`src/rtl/allocator_pkg.sv`:
```
// Shared types for the allocator header-LSU path.
// Request/response bundles and the LSU arbiter state encoding.
package allocator_pkg;

   localparam int NUM_LSU_REQ = 2;

   typedef enum logic [3:0] {
      LSU_LOAD,
      LSU_STORE,
      LSU_INSERT,
      LSU_REMOVE,
      LSU_LOCK,
      LSU_UNLOCK
   } lsu_op_e;

   // 225 bits
   typedef struct packed {
      logic        val;
      lsu_op_e     lsu_op;
      logic [63:0] addr;
      logic [63:0] size;
      logic [63:0] next_addr;
      logic [27:0] tag;
   } header_data_req_t;

   // 193 bits
   typedef struct packed {
      logic        val;
      logic [63:0] addr;
      logic [63:0] size;
      logic [63:0] next_addr;
   } header_data_rsp_t;

   typedef enum logic [1:0] {
      ARB_IDLE,
      ARB_ISSUE,
      ARB_WAIT_RSP,
      ARB_LOCKED
   } lsu_arb_state_e;

endpackage

```
`src/rtl/lsu_req_arbiter_rr.sv`:
```
// Combinational round-robin picker.
// Searches valid[] starting at ptr, wrapping modulo N.
module rr_arbiter #(
   parameter int N  = 2,
   parameter int IW = $clog2(N)
) (
   input  logic [N-1:0]  valid,
   input  logic [IW-1:0] ptr,
   output logic [N-1:0]  gnt,
   output logic [IW-1:0] gnt_idx,
   output logic          any
);

   always_comb begin
      int j;
      j       = 0;
      gnt     = '0;
      gnt_idx = '0;
      any     = 1'b0;
      // lowest offset from ptr wins, so scan offsets downward
      for (int i = N - 1; i >= 0; i--) begin
         j = int'(ptr) + i;
         if (j >= N) j = j - N;
         if (valid[j[IW-1:0]]) begin
            gnt              = '0;
            gnt[j[IW-1:0]]   = 1'b1;
            gnt_idx          = j[IW-1:0];
            any              = 1'b1;
         end
      end
   end

endmodule

```
`src/rtl/lsu_req_arbiter.sv`:
```
// Shares the header LSU between several requesters.
// Round-robin, one op in flight, LOCK/UNLOCK give exclusive ownership.
module lsu_req_arbiter
   import allocator_pkg::*;
#(
   parameter int NUM_REQ = NUM_LSU_REQ
) (
   input  logic                       clk_i,
   input  logic                       rst_ni,
   input  header_data_req_t           req_i [NUM_REQ],
   output logic [NUM_REQ-1:0]         req_ready_o,
   output header_data_rsp_t           rsp_o [NUM_REQ],
   output header_data_req_t           lsu_req_o,
   input  logic                       lsu_ready_i,
   input  header_data_rsp_t           lsu_rsp_i,
   output logic                       locked_o,
   output logic [$clog2(NUM_REQ)-1:0] owner_o
);

   localparam int IW = $clog2(NUM_REQ);

   lsu_arb_state_e   state_q, state_d;
   header_data_req_t req_q, req_d;
   logic [IW-1:0]    owner_q, owner_d;
   logic [IW-1:0]    ptr_q, ptr_d;
   logic [IW-1:0]    gnt_idx, owner_inc;
   logic             lock_q, lock_d;
   logic             any;
   logic [NUM_REQ-1:0] valid, gnt;

   always_comb begin
      for (int k = 0; k < NUM_REQ; k++) valid[k] = req_i[k].val;
   end

   rr_arbiter #(
      .N  (NUM_REQ),
      .IW (IW)
   ) u_rr (
      .valid   (valid),
      .ptr     (ptr_q),
      .gnt     (gnt),
      .gnt_idx (gnt_idx),
      .any     (any)
   );

   assign owner_inc = (owner_q == IW'(NUM_REQ - 1)) ? '0 : owner_q + 1'b1;

   always_comb begin
      state_d     = state_q;
      req_d       = req_q;
      owner_d     = owner_q;
      ptr_d       = ptr_q;
      lock_d      = lock_q;
      req_ready_o = '0;
      lsu_req_o   = '0;
      for (int k = 0; k < NUM_REQ; k++) rsp_o[k] = '0;
      unique case (state_q)
         ARB_IDLE: begin
            req_ready_o = gnt;
            if (any) begin
               req_d   = req_i[gnt_idx];
               owner_d = gnt_idx;
               state_d = ARB_ISSUE;
            end
         end
         ARB_LOCKED: begin
            req_ready_o[owner_q] = 1'b1;
            if (req_i[owner_q].val) begin
               req_d   = req_i[owner_q];
               state_d = ARB_ISSUE;
            end
         end
         ARB_ISSUE: begin
            lsu_req_o     = req_q;
            lsu_req_o.val = 1'b1;
            if (lsu_ready_i) state_d = ARB_WAIT_RSP;
         end
         ARB_WAIT_RSP: begin
            if (lsu_rsp_i.val) begin
               rsp_o[owner_q] = lsu_rsp_i;
               unique case (req_q.lsu_op)
                  LSU_LOCK: begin
                     lock_d  = 1'b1;
                     state_d = ARB_LOCKED;
                  end
                  LSU_UNLOCK: begin
                     lock_d  = 1'b0;
                     state_d = ARB_IDLE;
                     ptr_d   = owner_inc;
                  end
                  default: begin
                     if (lock_q) begin
                        state_d = ARB_LOCKED;
                     end else begin
                        state_d = ARB_IDLE;
                        ptr_d   = owner_inc;
                     end
                  end
               endcase
            end
         end
         default: state_d = ARB_IDLE;
      endcase
      // no grants may leak out while reset holds the FSM
      if (!rst_ni) req_ready_o = '0;
   end

   always_ff @(posedge clk_i or negedge rst_ni) begin
      if (!rst_ni) begin
         state_q <= ARB_IDLE;
         req_q   <= '0;
         owner_q <= '0;
         ptr_q   <= '0;
         lock_q  <= 1'b0;
      end else begin
         state_q <= state_d;
         req_q   <= req_d;
         owner_q <= owner_d;
         ptr_q   <= ptr_d;
         lock_q  <= lock_d;
      end
   end

   assign locked_o = lock_q;
   assign owner_o  = owner_q;

endmodule

```
`config.mk`:
```
export PLATFORM = sky130hd
export DESIGN_NAME = lsu_req_arbiter
export DESIGN_NICKNAME = d
export VERILOG_FILES = /design/src/rtl/allocator_pkg.sv /design/src/rtl/lsu_req_arbiter_rr.sv /design/src/rtl/lsu_req_arbiter.sv
export SDC_FILE = /design/constraint.sdc
export NUM_CORES = 1
export LEC_CHECK = 0
export ABC_AREA = 1
export CAP_MARGIN = 30
export CORE_AREA = 8 8 490 492
export CTS_BUF_LIST = sky130_fd_sc_hd__clkbuf_4 sky130_fd_sc_hd__clkbuf_8
export DETAILED_ROUTE_END_ITERATION = 10
export DIE_AREA = 0 0 498 500
export SYNTH_ARGS = -nofsm -noshare
export SYNTH_HDL_FRONTEND = slang
export SYNTH_SLANG_ARGS = --single-unit
```
`constraint.sdc`:
```
create_clock -name clk_i -period 2.5 [get_ports clk_i]
set_clock_uncertainty 0.05 [all_clocks]
set_input_delay 0.375 -clock clk_i [delete_from_list [all_inputs] [get_ports clk_i]]
set_output_delay 0.375 -clock clk_i [all_outputs]
set_load 0.03 [all_outputs]
```
After elaboration in Yosys (flattened, before gate mapping)
Cells that the tools add are included.
{"block": "totals", "register_bits": 229, "in_bits": 646, "output_inout_bits": 615, "word_cells": 95}
{"block": "classes", "addsub": 4, "order_cmp": 11, "n_eq_ne": 10, "n_mux": 45, "bitwise_logic": 4, "n_reduce_logical": 12}
{"op": "two-way mux 224 bit", "count": 5}
{"op": "two-way mux 225 bit", "count": 4}
{"op": "two-way mux 386 bit", "count": 2}
{"op": "one-hot mux 224 bit (2 select lines)", "count": 1}
{"op": "bitwise AND 386 bit", "count": 1}
{"op": "demux 193 bit (select 1 bit)", "count": 1}
{"op": "two-way mux 193 bit", "count": 1}
{"op": "two-way mux 2 bit", "count": 8}
{"op": "two-way mux 1 bit", "count": 15}
{"op": "== test 4 x 3 -> 1 bit, second input constant", "count": 2}
{"op": "!= test 2 bit, second input constant", "count": 4}
{"op": "one-hot mux 2 bit (2 select lines)", "count": 2}
{"op": "one-hot mux 2 bit (4 select lines)", "count": 1}
{"op": "AND reduction 4 bit", "count": 2}
{"op": ">= comparator 2 bit, second input constant", "count": 3}
{"op": "less-than comparator 1 x 2 -> 1 bit, second input constant", "count": 3}
{"op": "AND reduction 3 bit", "count": 2}
{"op": "== test 2 bit, second input constant", "count": 2}
{"op": "logical AND 1 bit", "count": 4}
{"op": "NOT 1 -> 2 bit", "count": 2}
{"op": "one-hot mux 1 bit (2 select lines)", "count": 2}
{"op": "nonzero test 2 bit", "count": 2}
{"op": "demux 1 bit (select 1 bit)", "count": 3}
{"op": ">= comparator 1 bit, second input constant", "count": 3}
{"op": "10 further kinds", "count": 11}

Depth between registers and ports, before layout
{"block": "logic_depth", "ltp_word": 13, "mapped_depth": 10, "ltp_nobuf": 9}

By module
From an unflattened synthesis, not the netlist that was laid out.
{"block": "hier_totals", "hier_cells": 2607, "hier_area_um2": 17042.6}
{"module": "lsu_req_arbiter", "instances": 1, "cells_each": 2600, "area_per_inst_um2": 17008.8, "seq_area_each_um2": 5730.5}
{"module": "rr_arbiter", "instances": 1, "cells_each": 7, "area_per_inst_um2": 33.8, "seq_area_each_um2": 0.0}

Worst setup path after synthesis
Ideal clock, no wire load.
{"block": "synth_path", "path_type": "flip-flop to output port", "start": "reg state_q[0]", "end": "out rsp_o[305] in the netlist's numbering", "arrival_ps": 2186, "t_required_ps": 2075, "slack_ps": -111, "stages_incl_launch_ff": 9, "path_buffers": 2, "path_cell_list": "dfrtp_1 -> inv_1 -> ha_1 -> nand2_1 -> nor2_1 -> inv_1 -> clkbuf_1 -> clkbuf_1 -> nor2_1"}
{"element": "from (decl)", "line": "lsu_req_arbiter.sv:22", "rtl": "lsu_arb_state_e state_q, state_d;"}
{"element": "from (signal assigned)", "line": "lsu_req_arbiter.sv:116", "rtl": "state_q <= state_d;"}
{"element": "to (decl)", "line": "lsu_req_arbiter.sv:12", "rtl": "output header_data_rsp_t rsp_o [NUM_REQ],"}

==> results.json <==
{
  "ys_warn_count": 0,
  "drt_iter0_markers": 1731,
  "wl_um": 229000,
  "cpPeakStageDelay_ps": 380,
  "gr-total-overflow": 0,
  "dr.pass1.iters": 5,
  "rsz0062_at_grt": "yes",
  "required_ps": 2080,
  "crit_start": "state_q[0]$_DFFE_PN0P_",
  "seq_area_frac_synth_pct": 34.0,
  "grt_max_degree": 80,
  "ys_ff_latch": 229,
  "crit_slowest_cell": "dfrtp_1",
  "yosysUniqueCellTypes": 21,
  "crit_top_cell": "buf_12",
  "crit_buf_inv": 5,
  "globalplace.congestion": 0.975,
  "violations": "setup timing",
  "core_region_area_um2": 232000,
  "clk_latency_ps": 780,
  "drt.antenna.violating_nets": 0,
  "cts_buffers": 52,
  "vias_per_cell": 3.29,
  "r2r_slack_ps": 240,
  "clockBufferDepth": 3,
  "finalSetupViolCount": 612,
  "antenna_found_initial": 135,
  "worstMarginPinSlew_ps": 861,
  "crit_path_end_kind": "output port",
  "nFillCells": 26000,
  "yosysTopAreaCellShare_pct": 34.0,
  "hold_viol_final": 0,
  "async_flop_share_pct": 100,
  "critical_path_class": "reg2out",
  "cts_root_buffer": "clkbuf_8",
  "syn_area_um2": 16900,
  "syn_nets": 3507,
  "dp_hpwl_um": 197000,
  "synth_flop_cell": "dfrtp_1",
  "fin_nets": 4954,
  "final_max_slew_viol_count": 0,
  "synth_most_common_cell": "nand2_1",
  "io_buffers": 1260,
  "path_clk_slew_ps": 60,
  "track_usage_pct": 17.4,
  "post-route-period-util_pct": 115,
  "die_area_um2": 249000,
  "synthTopCellsByArea": "dfrtp_1 34%, nand2_1 21%, inv_1 15%",
  "design_area_um2": 43600,
  "vias": 24400,
  "hold-worst-slack_ps": 174,
  "htreeDepth": 2,
  "cts_sinks": 229,
  "path_cells": "inv_2, ha_4, nand2_4, nor2_4, buf_12, inv_12, buf_16, nor2_1, buf_12",
  "synth_edf_count": 0,
  "reg2reg_from": "state_q[0]$_DFFE_PN0P_",
  "dieHeight_um": 500,
  "grt_pass1_vias": 24400,
  "avgSynthCellArea_um2": 5.91,
  "start_util_pct": 7.28,
  "status": "finished, violations left",
  "min_from": "req_i[159]",
  "worstPathArrival_ps": 2460,
  "seq_area_um2": 5730,
  "cts_tree": "yes",
  "timing.final.ws_setup_ps": -385,
  "relSlewSlack_pct": 42.6,
  "place_area_um2": 39400,
  "min_path_type": "in2reg",
  "num_rows": 177,
  "grt_pass1_wl_um": 281000,
  "reg2regPathDepth": 12,
  "crit_cells": 9,
  "p_leak_nw": 21.1,
  "die_x_um": 498,
  "total_power_mw": 40.0,
  "yosysTopAreaCell": "dfrtp_1",
  "drc": 0,
  "pwr_density_cell_nw_per_um2": 917,
  "max_freq_ghz": 0.347,
  "post_drt_wl_per_cell_um": 31.0,
  "ys_top_cells_by_count": "923 x nand2_1, 658 x inv_1, 389 x nor2_1, 229 x dfrtp_1, 228 x nand3_1",
  "ir_drop_mv": 0.545,
  "crit_family": "buffers and inverters",
  "endpoint": "rsp_o[15]",
  "critPathMaxFanout": 19,
  "startpoint_type": "flip-flop",
  "netlist_instances": 2857,
  "r2r-end": "req_q[4]$_DFFE_PN0P_",
  "ios": 1261,
  "post-place-ws_ps": -379,
  "multiInputGateArea_um2": 9490,
  "finalCriticalPeriod_ps": 2890,
  "area_growth_pct": 158,
  "maxCapViolCount": 0,
  "drive_gt1_share_pct": 31.3
}
power breakdown:
group / internal (mW) / switching, mW / total (mW) / leakage, nW
logic: 11.4 / 16.5 / 27.9 / 17.7
registers: 5.72 / 1.14 / 6.86 / 2.75
clock network: 2.90 / 2.29 / 5.19 / 0.615
total: 20.1 / 19.9 / 40.0 / 21.1
through the flow:
step           std cells  utilization (%)  setup TNS (ps)
2_1_floorplan       2857                -               0
3_3_place_gp        7234             17.0           -2230
3_5_place_dp        7234             17.0           -2010
4_1_cts             7367             18.3         -248730
5_1_grt             7388             18.8         -248370
6_report            7407             18.8         -151980
sequential cells by signal (all words and copies together), names as in the netlist:
register,flops
req_q,224
state_q,2
locked_o,1
owner_o,1
ptr_q,1
placed cells by master, fill, tap and decap left out, types with 3 or more instances in the layout:
cell,instances
inv_2,35
buf_12,519
buf_8,9
nor2_1,119
clkbuf_16,5
buf_16,25
nor2_4,158
clkdlybuf4s50_1,645
nand2_2,9
bufinv_16,4
nand3b_1,224
o21ai_0,3
dfrtp_1,227
nand3_1,227
inv_12,3
buf_6,39
inv_4,3
nor2_2,113
nand2_1,909
ha_4,4
clkinv_2,6
buf_4,333
diode_2,23
inv_16,3
inv_1,621
nand3_4,3
clkbuf_4,13
clkbuf_8,63
nand2_4,4
cell type report:
type                       instances  share of cell area, %
timing repair buffer            1577                   47.6
multi-input combinational       1780                   21.8
sequential                       229                   13.2
tap                             3043                   8.74
inverter                         661                   5.78
clock buffer                      76                   2.21
clock inverter                    15                  0.482
antenna                           23                  0.132
timing repair inverter             3                  0.109
worst min path at each step:
stage	slack (ps)	cells after the start	end
6_report	170	5	req_q[159]$_DFFE_PN0P_
5_1_grt	130	5	req_q[181]$_DFFE_PN0P_
4_1_cts	50	5	req_q[159]$_DFFE_PN0P_
3_5_place_dp	190	1	req_q[60]$_DFFE_PN0P_
3_3_place_gp	190	1	req_q[60]$_DFFE_PN0P_
2_1_floorplan	30	0	locked_o$_DFFE_PN0P_
cell families (layout without fill, tap and decap cells):
kind of cell    count (synthesis)  after routing  share of synthesized area [%]
fa+ha+maj                       4              4                          0.297
compound gates                  7              7                          0.237
buf+inv                       848           2332                           19.3
simple gates                 1769           1769                           46.2
other cells                     0             23                              0
flops                         229            229                           34.0
layer usage:
layer	vias to the layer above	global-route usage, %	share of wire (%)
met5	-	0	0.27
met4	92	7.15	5.5
met3	393	9.04	11
met2	1323	28.4	45
met1	11300	19.2	38
li1	11200	-	-
tightest hold or removal path, delay by kind of cell:
kind	cells	cell delay [ps]
simple gates	3	160
buf+inv	2	440
what timing repair did:
item | 4_1_cts | 5_1_grt
hold buffers | 2 | 0
endpoints found under the hold margin | 229 | 0
endpoints found under the setup margin | 614 | 614
buffers inserted | 24 | 6
cloned | 18 | 11
pin swaps | 9 | 9
gates resized for setup | 451 | 247
(Power assumes the default switching activity.)
